===== src/rtl/dehaze_pkg.sv =====
// Shared constants and divider state type for the dehaze transmission stage.
package dehaze_pkg;

    localparam logic [7:0]  OMEGA_DEF   = 8'd243;
    localparam logic [7:0]  T0_MIN_DEF  = 8'd26;
    localparam logic [7:0]  A_RESET_DEF = 8'd230;
    localparam logic [15:0] RECIP_RESET = 16'd284;
    localparam int          DIV_ITER    = 16;

    typedef enum logic [1:0] {
        IDLE = 2'd0,
        DIV  = 2'd1,
        DONE = 2'd2
    } div_state_e;

endpackage


===== src/rtl/recip_divider.sv =====
// Sequential restoring divider producing floor(65535 / divisor), one quotient bit per cycle.
module recip_divider
    import dehaze_pkg::*;
#(
    parameter logic [7:0] A_RESET = A_RESET_DEF
) (
    input  logic        clk,
    input  logic        rst,
    input  logic        start,
    input  logic [7:0]  divisor,
    output logic        busy,
    output logic        done,
    output logic [15:0] quotient
);

    div_state_e  state_q, state_d;
    logic [7:0]  divisor_q, divisor_d;
    logic [7:0]  rem_q, rem_d;
    logic [15:0] quot_q, quot_d;
    logic [3:0]  iter_q, iter_d;
    logic [8:0]  trial;

    always_ff @(posedge clk) begin
        if (rst) begin
            state_q   <= IDLE;
            divisor_q <= A_RESET;
            rem_q     <= '0;
            quot_q    <= '0;
            iter_q    <= '0;
        end else begin
            state_q   <= state_d;
            divisor_q <= divisor_d;
            rem_q     <= rem_d;
            quot_q    <= quot_d;
            iter_q    <= iter_d;
        end
    end

    // The all-ones dividend shifts out of quot_q's MSB while quotient bits shift in at the LSB.
    always_comb begin
        state_d   = state_q;
        divisor_d = divisor_q;
        rem_d     = rem_q;
        quot_d    = quot_q;
        iter_d    = iter_q;
        trial     = {rem_q, quot_q[15]};
        if (start) begin
            state_d   = DIV;
            divisor_d = divisor;
            rem_d     = '0;
            quot_d    = 16'hFFFF;
            iter_d    = '0;
        end else begin
            case (state_q)
                DIV: begin
                    if (trial >= {1'b0, divisor_q}) begin
                        rem_d  = 8'(trial - {1'b0, divisor_q});
                        quot_d = {quot_q[14:0], 1'b1};
                    end else begin
                        rem_d  = trial[7:0];
                        quot_d = {quot_q[14:0], 1'b0};
                    end
                    iter_d = iter_q + 4'd1;
                    if (iter_q == 4'(DIV_ITER - 1)) begin
                        state_d = DONE;
                    end
                end
                DONE:    state_d = IDLE;
                default: state_d = IDLE;
            endcase
        end
    end

    assign busy     = (state_q == DIV) || (state_q == DONE);
    assign done     = (state_q == DONE);
    assign quotient = quot_q;

endmodule


===== src/rtl/calculate_transmission.sv =====
// Dehaze transmission estimate t = 1 - omega * dark / A, using a frame-synchronous reciprocal of A.
module calculate_transmission
    import dehaze_pkg::*;
#(
    parameter logic [7:0] OMEGA   = OMEGA_DEF,
    parameter logic [7:0] T0_MIN  = T0_MIN_DEF,
    parameter logic [7:0] A_RESET = A_RESET_DEF
) (
    input  logic       clk,
    input  logic       rst,
    input  logic       per_frame_vsync,
    input  logic       per_frame_href,
    input  logic       per_frame_clken,
    input  logic [7:0] per_img,
    input  logic [7:0] a_value,
    input  logic       a_valid,
    output logic       post_frame_vsync,
    output logic       post_frame_href,
    output logic       post_frame_clken,
    output logic [7:0] post_result,
    output logic       recip_busy
);

    logic        div_done;
    logic [15:0] div_quotient;
    logic [7:0]  a_eff;

    logic        vsync_prev_q, vsync_prev_d;
    logic        pending_q, pending_d;
    logic [15:0] shadow_q, shadow_d;
    logic [15:0] active_q, active_d;
    logic [15:0] ratio_q, ratio_d;
    logic [15:0] prod_q, prod_d;
    logic [7:0]  result_q, result_d;
    logic [2:0]  vsync_dly_q, vsync_dly_d;
    logic [2:0]  href_dly_q, href_dly_d;
    logic [2:0]  clken_dly_q, clken_dly_d;
    logic [7:0]  traw;

    assign a_eff = (a_value == 8'd0) ? 8'd1 : a_value;

    recip_divider #(
        .A_RESET (A_RESET)
    ) u_recip_divider (
        .clk      (clk),
        .rst      (rst),
        .start    (a_valid),
        .divisor  (a_eff),
        .busy     (recip_busy),
        .done     (div_done),
        .quotient (div_quotient)
    );

    always_ff @(posedge clk) begin
        if (rst) begin
            vsync_prev_q <= 1'b0;
            pending_q    <= 1'b0;
            shadow_q     <= RECIP_RESET;
            active_q     <= RECIP_RESET;
            ratio_q      <= '0;
            prod_q       <= '0;
            result_q     <= '0;
            vsync_dly_q  <= '0;
            href_dly_q   <= '0;
            clken_dly_q  <= '0;
        end else begin
            vsync_prev_q <= vsync_prev_d;
            pending_q    <= pending_d;
            shadow_q     <= shadow_d;
            active_q     <= active_d;
            ratio_q      <= ratio_d;
            prod_q       <= prod_d;
            result_q     <= result_d;
            vsync_dly_q  <= vsync_dly_d;
            href_dly_q   <= href_dly_d;
            clken_dly_q  <= clken_dly_d;
        end
    end

    // A commit at the vsync edge reads the old shadow, so a same-cycle completion waits for the next frame.
    always_comb begin
        vsync_prev_d = per_frame_vsync;
        pending_d    = pending_q;
        shadow_d     = shadow_q;
        active_d     = active_q;
        if (per_frame_vsync && !vsync_prev_q && pending_q) begin
            active_d  = shadow_q;
            pending_d = 1'b0;
        end
        if (div_done && !a_valid) begin
            shadow_d  = div_quotient;
            pending_d = 1'b1;
        end

        ratio_d = 16'(({16'd0, per_img} * {8'd0, active_q}) >> 8);
        prod_d  = 16'(({8'd0, ratio_q} * {16'd0, OMEGA}) >> 8);
        traw    = (prod_q > 16'd255) ? 8'd0 : 8'(16'd255 - prod_q);

        result_d = result_q;
        if (href_dly_q[1] && clken_dly_q[1]) begin
            result_d = (traw < T0_MIN) ? T0_MIN : traw;
        end

        vsync_dly_d = {vsync_dly_q[1:0], per_frame_vsync};
        href_dly_d  = {href_dly_q[1:0], per_frame_href};
        clken_dly_d = {clken_dly_q[1:0], per_frame_clken};
    end

    assign post_frame_vsync = vsync_dly_q[2];
    assign post_frame_href  = href_dly_q[2];
    assign post_frame_clken = clken_dly_q[2];
    assign post_result      = result_q;

endmodule


===== config.mk =====
export PLATFORM = sky130hd
export DESIGN_NAME = calculate_transmission
export DESIGN_NICKNAME = d
export VERILOG_FILES = /design/src/rtl/dehaze_pkg.sv /design/src/rtl/recip_divider.sv /design/src/rtl/calculate_transmission.sv
export SDC_FILE = /design/constraint.sdc
export NUM_CORES = 1
export LEC_CHECK = 0
export ABC_CLOCK_PERIOD_IN_PS = 9300
export CORE_MARGIN = 5
export CORE_UTILIZATION = 40
export DETAILED_ROUTE_END_ITERATION = 10
export SLEW_MARGIN = 20
export SYNTH_ARGS = -nofsm -noshare
export SYNTH_HDL_FRONTEND = slang
export SYNTH_SLANG_ARGS = --single-unit

===== constraint.sdc =====
create_clock -name clk -period 9.3 [get_ports clk]
set_input_delay 0.93 -clock clk [delete_from_list [all_inputs] [get_ports clk]]
set_output_delay 0.93 -clock clk [all_outputs]
set_load 0.05 [all_outputs]

## After elaboration in Yosys (flattened, before gate mapping)

Cells that the tools add are included.

| word-level totals | value |
|---|---|
| logic and storage cells | 53 |
| flip-flop bits (word level) | 121 |
| output and inout port bits | 12 |
| input bits | 22 |

| operators by class | value |
|---|---|
| reductions and logical operators | 12 |
| muxes and demuxes | 12 |
| magnitude comparators | 3 |
| $mul | 2 |
| equal/unequal tests | 4 |
| bitwise gates (word level) | 1 |
| add/subtract/negate cells | 3 |

Operators by type and width:

| cell | number |
|---|---|
| 16-bit 2-to-1 mux | 2 |
| 8-bit 2-to-1 mux | 4 |
| 16-bit by 8-bit multiplier with 24-bit output (second input constant) | 1 |
| 8-bit by 16-bit multiplier with 24-bit output | 1 |
| 16-bit by 8-bit greater-than comparator with 1-bit output (second input constant) | 1 |
| 9-bit by 8-bit >= comparator with 1-bit output | 1 |
| 8-bit zero test | 1 |
| 8-bit by 5-bit < comparator with 1-bit output (second input constant) | 1 |
| 8-bit subtractor | 1 |
| 8-bit subtractor (first input constant) | 1 |
| 1-bit 2-to-1 mux | 6 |
| 4-bit by 1-bit adder with 4-bit output (second input constant) | 1 |
| 4-bit == test (second input constant) | 1 |
| 1-bit logical AND | 4 |
| 2-bit nonzero test | 2 |
| 3-bit by 2-bit inequality test with 1-bit output (second input constant) | 1 |
| 3-bit OR reduction | 1 |
| 2-bit by 1-bit == test with 1-bit output (second input constant) | 1 |
| 2-bit == test (second input constant) | 1 |
| 1-bit zero test | 2 |
| 2-bit OR reduction | 1 |
| 1-bit logical OR | 1 |
| 1-bit NOT | 1 |

## Depth between registers and ports, before layout

| depth | value |
|---|---|
| depth after elaboration | 5 |
| mapped depth | 18 |
| gate-level depth less buffers | 16 |

## Hierarchy

A second synthesis with hierarchy kept.

| second synthesis, totals | value |
|---|---|
| cell total of the unflattened synthesis | 1,300 |
| area, all modules | 11,315.9 um^2 |

By module, submodules not included:

| module | area an instance (um^2) | seq. area each (um^2) | cells an instance | instances |
|---|---|---|---|---|
| calculate_transmission | 9,354.0 | 1,641.6 | 1,069 | 1 |
| recip_divider | 1,961.9 | 760.7 | 231 | 1 |

## Least setup slack after synthesis

No wires, ideal clock.

| path | value |
|---|---|
| kind | input -> register |
| from | input port per_img[7] |
| to | register ratio_q[11] |
| required time | 9,177 ps |
| buffers on the path | 1 |
| setup time | 123 ps |
| path slack | 4,100 ps |
| arrival time | 5,077 ps |
| cell stages on the path | 15 |
| path through | clkbuf_1 > and2_1 > fa_1 > fa_1 > fa_1 > inv_1 > fa_1 > inv_1 > ha_1 > a21o_1 > a21oi_2 > o31ai_4 > o311ai_1 > nor2b_1 > mux2_1 |

| between the ends | value |
|---|---|
| longest elaborated chain between the ends | 1 |

RTL lines:

| what | line | text |
|---|---|---|
| start, declared | calculate_transmission.sv:14 | `input logic [7:0] per_img,` |
| 8-bit by 16-bit multiplier with 24-bit output | calculate_transmission.sv:95 | `ratio_d = 16'(({16'd0, per_img} * {8'd0, active_q}) >> 8);` |
| end signal, assigned | calculate_transmission.sv:71 | `ratio_q <= ratio_d;` |
| end, declared | calculate_transmission.sv:32 | `logic [15:0] ratio_q, ratio_d;` |

Every way passes these cells.
A chain may end at the register's enable or synchronous reset.

## Worst setup path in the final report

Ends and elaborated chain as after synthesis.

==> qor.txt <==
Met3 wire length: 547 um
Die area: 31600 um^2
Leakage: 6.04 nW
MaxCap Viol Count: 0
First-pass GRT wire length: 42000 um
Final Cycle Share: 0.631
Critical path capture point type: flop
Post-Syn Instances: 1291
Met2 wire length: 11800 um
Core Region: 27800 um^2
Max Clock Freq: 170 MHz
Htree depth: 4
Unrepaired setup endpoints after global routing: false
Synth cell types: 64
Number of synthesized flops with an enable pin: 0
Syn Area/Cell: 8.73 um^2
Syn_nets: 1555
Share of layout cells above drive strength 1: 0.0403
Leading register cell type out of synthesis: dfxtp_1
Via density: 5.06
Root Driver: clkbuf_16
Die Span X: 178 um
TritonCTS buffer count: 17
Clock Sinks: 120
Layout Skew: 14.8 ps
Commonest cells after routing, fill and taps aside: inv_1 (218), fa_1 (135), dfxtp_1 (120)
Io pins: 34
Final TNS setup: 0 ps
Via count: 8568
TritonCTS clock tree: built
RePlAce Congestion: 0.839
IO Port Bufs: 33
Synth top area share: 0.240
Post-CTS sizing: 0
Critical Path Source Type: input pin
Final nets: 1565
Fin crit period: 5870 ps
GRT Resource Usage Total: 0.161
Synth area leader: fa_1
Final setup fails: 0
Row count: 61
DRC: 0
Final core utilization: 0.451
Clock latency on the worst-skew pair: 410 ps
Ys Warns: 0
Most common cell after layout, fill and taps aside: inv_1
Die Span Y: 178 um
Sequential area share after synthesis: 0.213
Final ANT Viol Nets: 0
Hpwl dp: 18200 um
Initial DRC count: 416
Relative slew slack: 0.462
Largest net degree at the start of global routing: 79
Clock Path Buffers: 2
Max layer used: met4
Pre-Repair DR Iteration Count: 6
Setup Buffers After CTS: 0
Total congestion overflow: 0
Main area contributors after synthesis: fa_1 (24%), dfxtp_1 (21%), ha_1 (12%)
Setup Crit Path Kind: input pin to flop
Worst Hold Class: flop to flop
Crit path required time: 9590 ps
Pwr Total: 2.62 mW
Worst Max-Slew Pin Slew: 807 ps
Hold-fix buffers at CTS: 0
Initial core utilization: 0.406
Slew Limit Fails: 0
Final hold viol count: 0
Worst vdd ir: 0.201 mV
CTS clock-pin slew for the worst setup and hold paths: 60 ps
Syn Std Cell Area: 11300 um^2
Outcome: finished clean
Syn-to-layout area delta: 11.2%
M1 WL: 11200 um
Inserted Diodes: 0
Data arrival time of the worst path: 6160 ps
CP Max Fanout: 16
Final WL: 23800 um
Initial antenna violation count: 0
#FFs+latches synth: 120
Post-synthesis async set-or-reset flop share: 0
Pwr/cell area: 209 nW/um^2
Vias in the first global route: 8841
Avg WL per Cell: 14.0 um
per-layer routing:
layer	up-vias	global-route usage
li1	4188	-
met1	4244	0.213
met2	115	0.281
met3	21	0.0236
met4	0	0.0351
met5	-	0
final timing paths:
path / cells after the start / from / endpoint / slack (ps)
setup / recovery: 15 / per_img[7] / ratio_q[11]$_SDFF_PP0_ / 3430
hold / removal: 1 / clken_dly_q[0]$_SDFF_PP0_ / clken_dly_q[1]$_SDFF_PP0_ / 430
setup reg to reg: 14 / active_q[3]$_SDFFE_PP1P_ / ratio_q[11]$_SDFF_PP0_ / 4240
hold reg to reg: 1 / clken_dly_q[0]$_SDFF_PP0_ / clken_dly_q[1]$_SDFF_PP0_ / 430
cells by family (layout without fill, tap and decap cells):
group	after synthesis	count (layout)	share of synthesized area
XOR/XNOR	24	24	0.0186
AND/OR/NAND/NOR	428	428	0.192
AO/OA/AOI/OAI	201	201	0.119
buffers and inverters	265	288	0.0884
adder cells (fa/ha/maj)	242	242	0.358
multiplexers	11	11	0.0105
flip-flops	120	120	0.213
state kept, by name, indices dropped and copies added (netlist names):
name,flops
clken_dly_q,3
prod_q,16
ratio_q,16
post_result,8
href_dly_q,3
shadow_q,16
vsync_dly_q,3
u_recip_divider.quotient,16
u_recip_divider.state_q,2
active_q,16
pending_q,1
u_recip_divider.rem_q,8
u_recip_divider.iter_q,4
u_recip_divider.divisor_q,8
synth_stat cells (12+ instances only):
master and count:
nand4_1 14, o21a_1 15, o21ai_0 21, xnor2_1 12
nand2_1 116, nor2b_1 35, a211oi_1 21, dfxtp_1 120
inv_1 218, nand3_1 21, a21o_1 17, nor2_1 79
a21oi_1 64, and2_1 106, nor3_1 22, clkbuf_1 37
ha_1 107, xor2_1 12, fa_1 135
where the power goes:
part	switching [mW]	leakage (nW)	internal [mW]	total, mW
Combinational	0.812	4.76	0.551	1.36
Sequential	0.0356	0.981	0.558	0.594
Clock	0.255	0.294	0.408	0.663
Total	1.10	6.04	1.52	2.62
worst max-delay path: stages:
cell and delay, ps:
clkdlybuf4s50_1 700, and2_1 330, fa_1 510, fa_1 520, fa_1 560, inv_1 70, fa_1 530, inv_1 40
ha_1 350, a21o_1 190, a21oi_2 230, o31ai_4 150, o311ai_1 500, nor2b_1 220, mux2_1 320
cell type report:
class	instances	area [um^2]
inverters	219	822
fillers	2765	15200
clock inverters	14	163
repair buffers	37	358
flip-flops and latches	120	2400
multi-input cells	906	7880
clock buffers	18	439
well taps	378	473
per-stage QoR:
stage	instance area (um^2)	setup WS [ps]	hold WS, ps	instances
2_1_floorplan	11300	4100	414	1291
3_3_place_gp	11900	3190	420	1660
3_5_place_dp	11900	3040	424	1660
4_1_cts	12500	3460	438	1692
5_1_grt	12500	3170	458	1692
6_report	12500	3430	434	1692
Power figures use the tool's default switching activity.
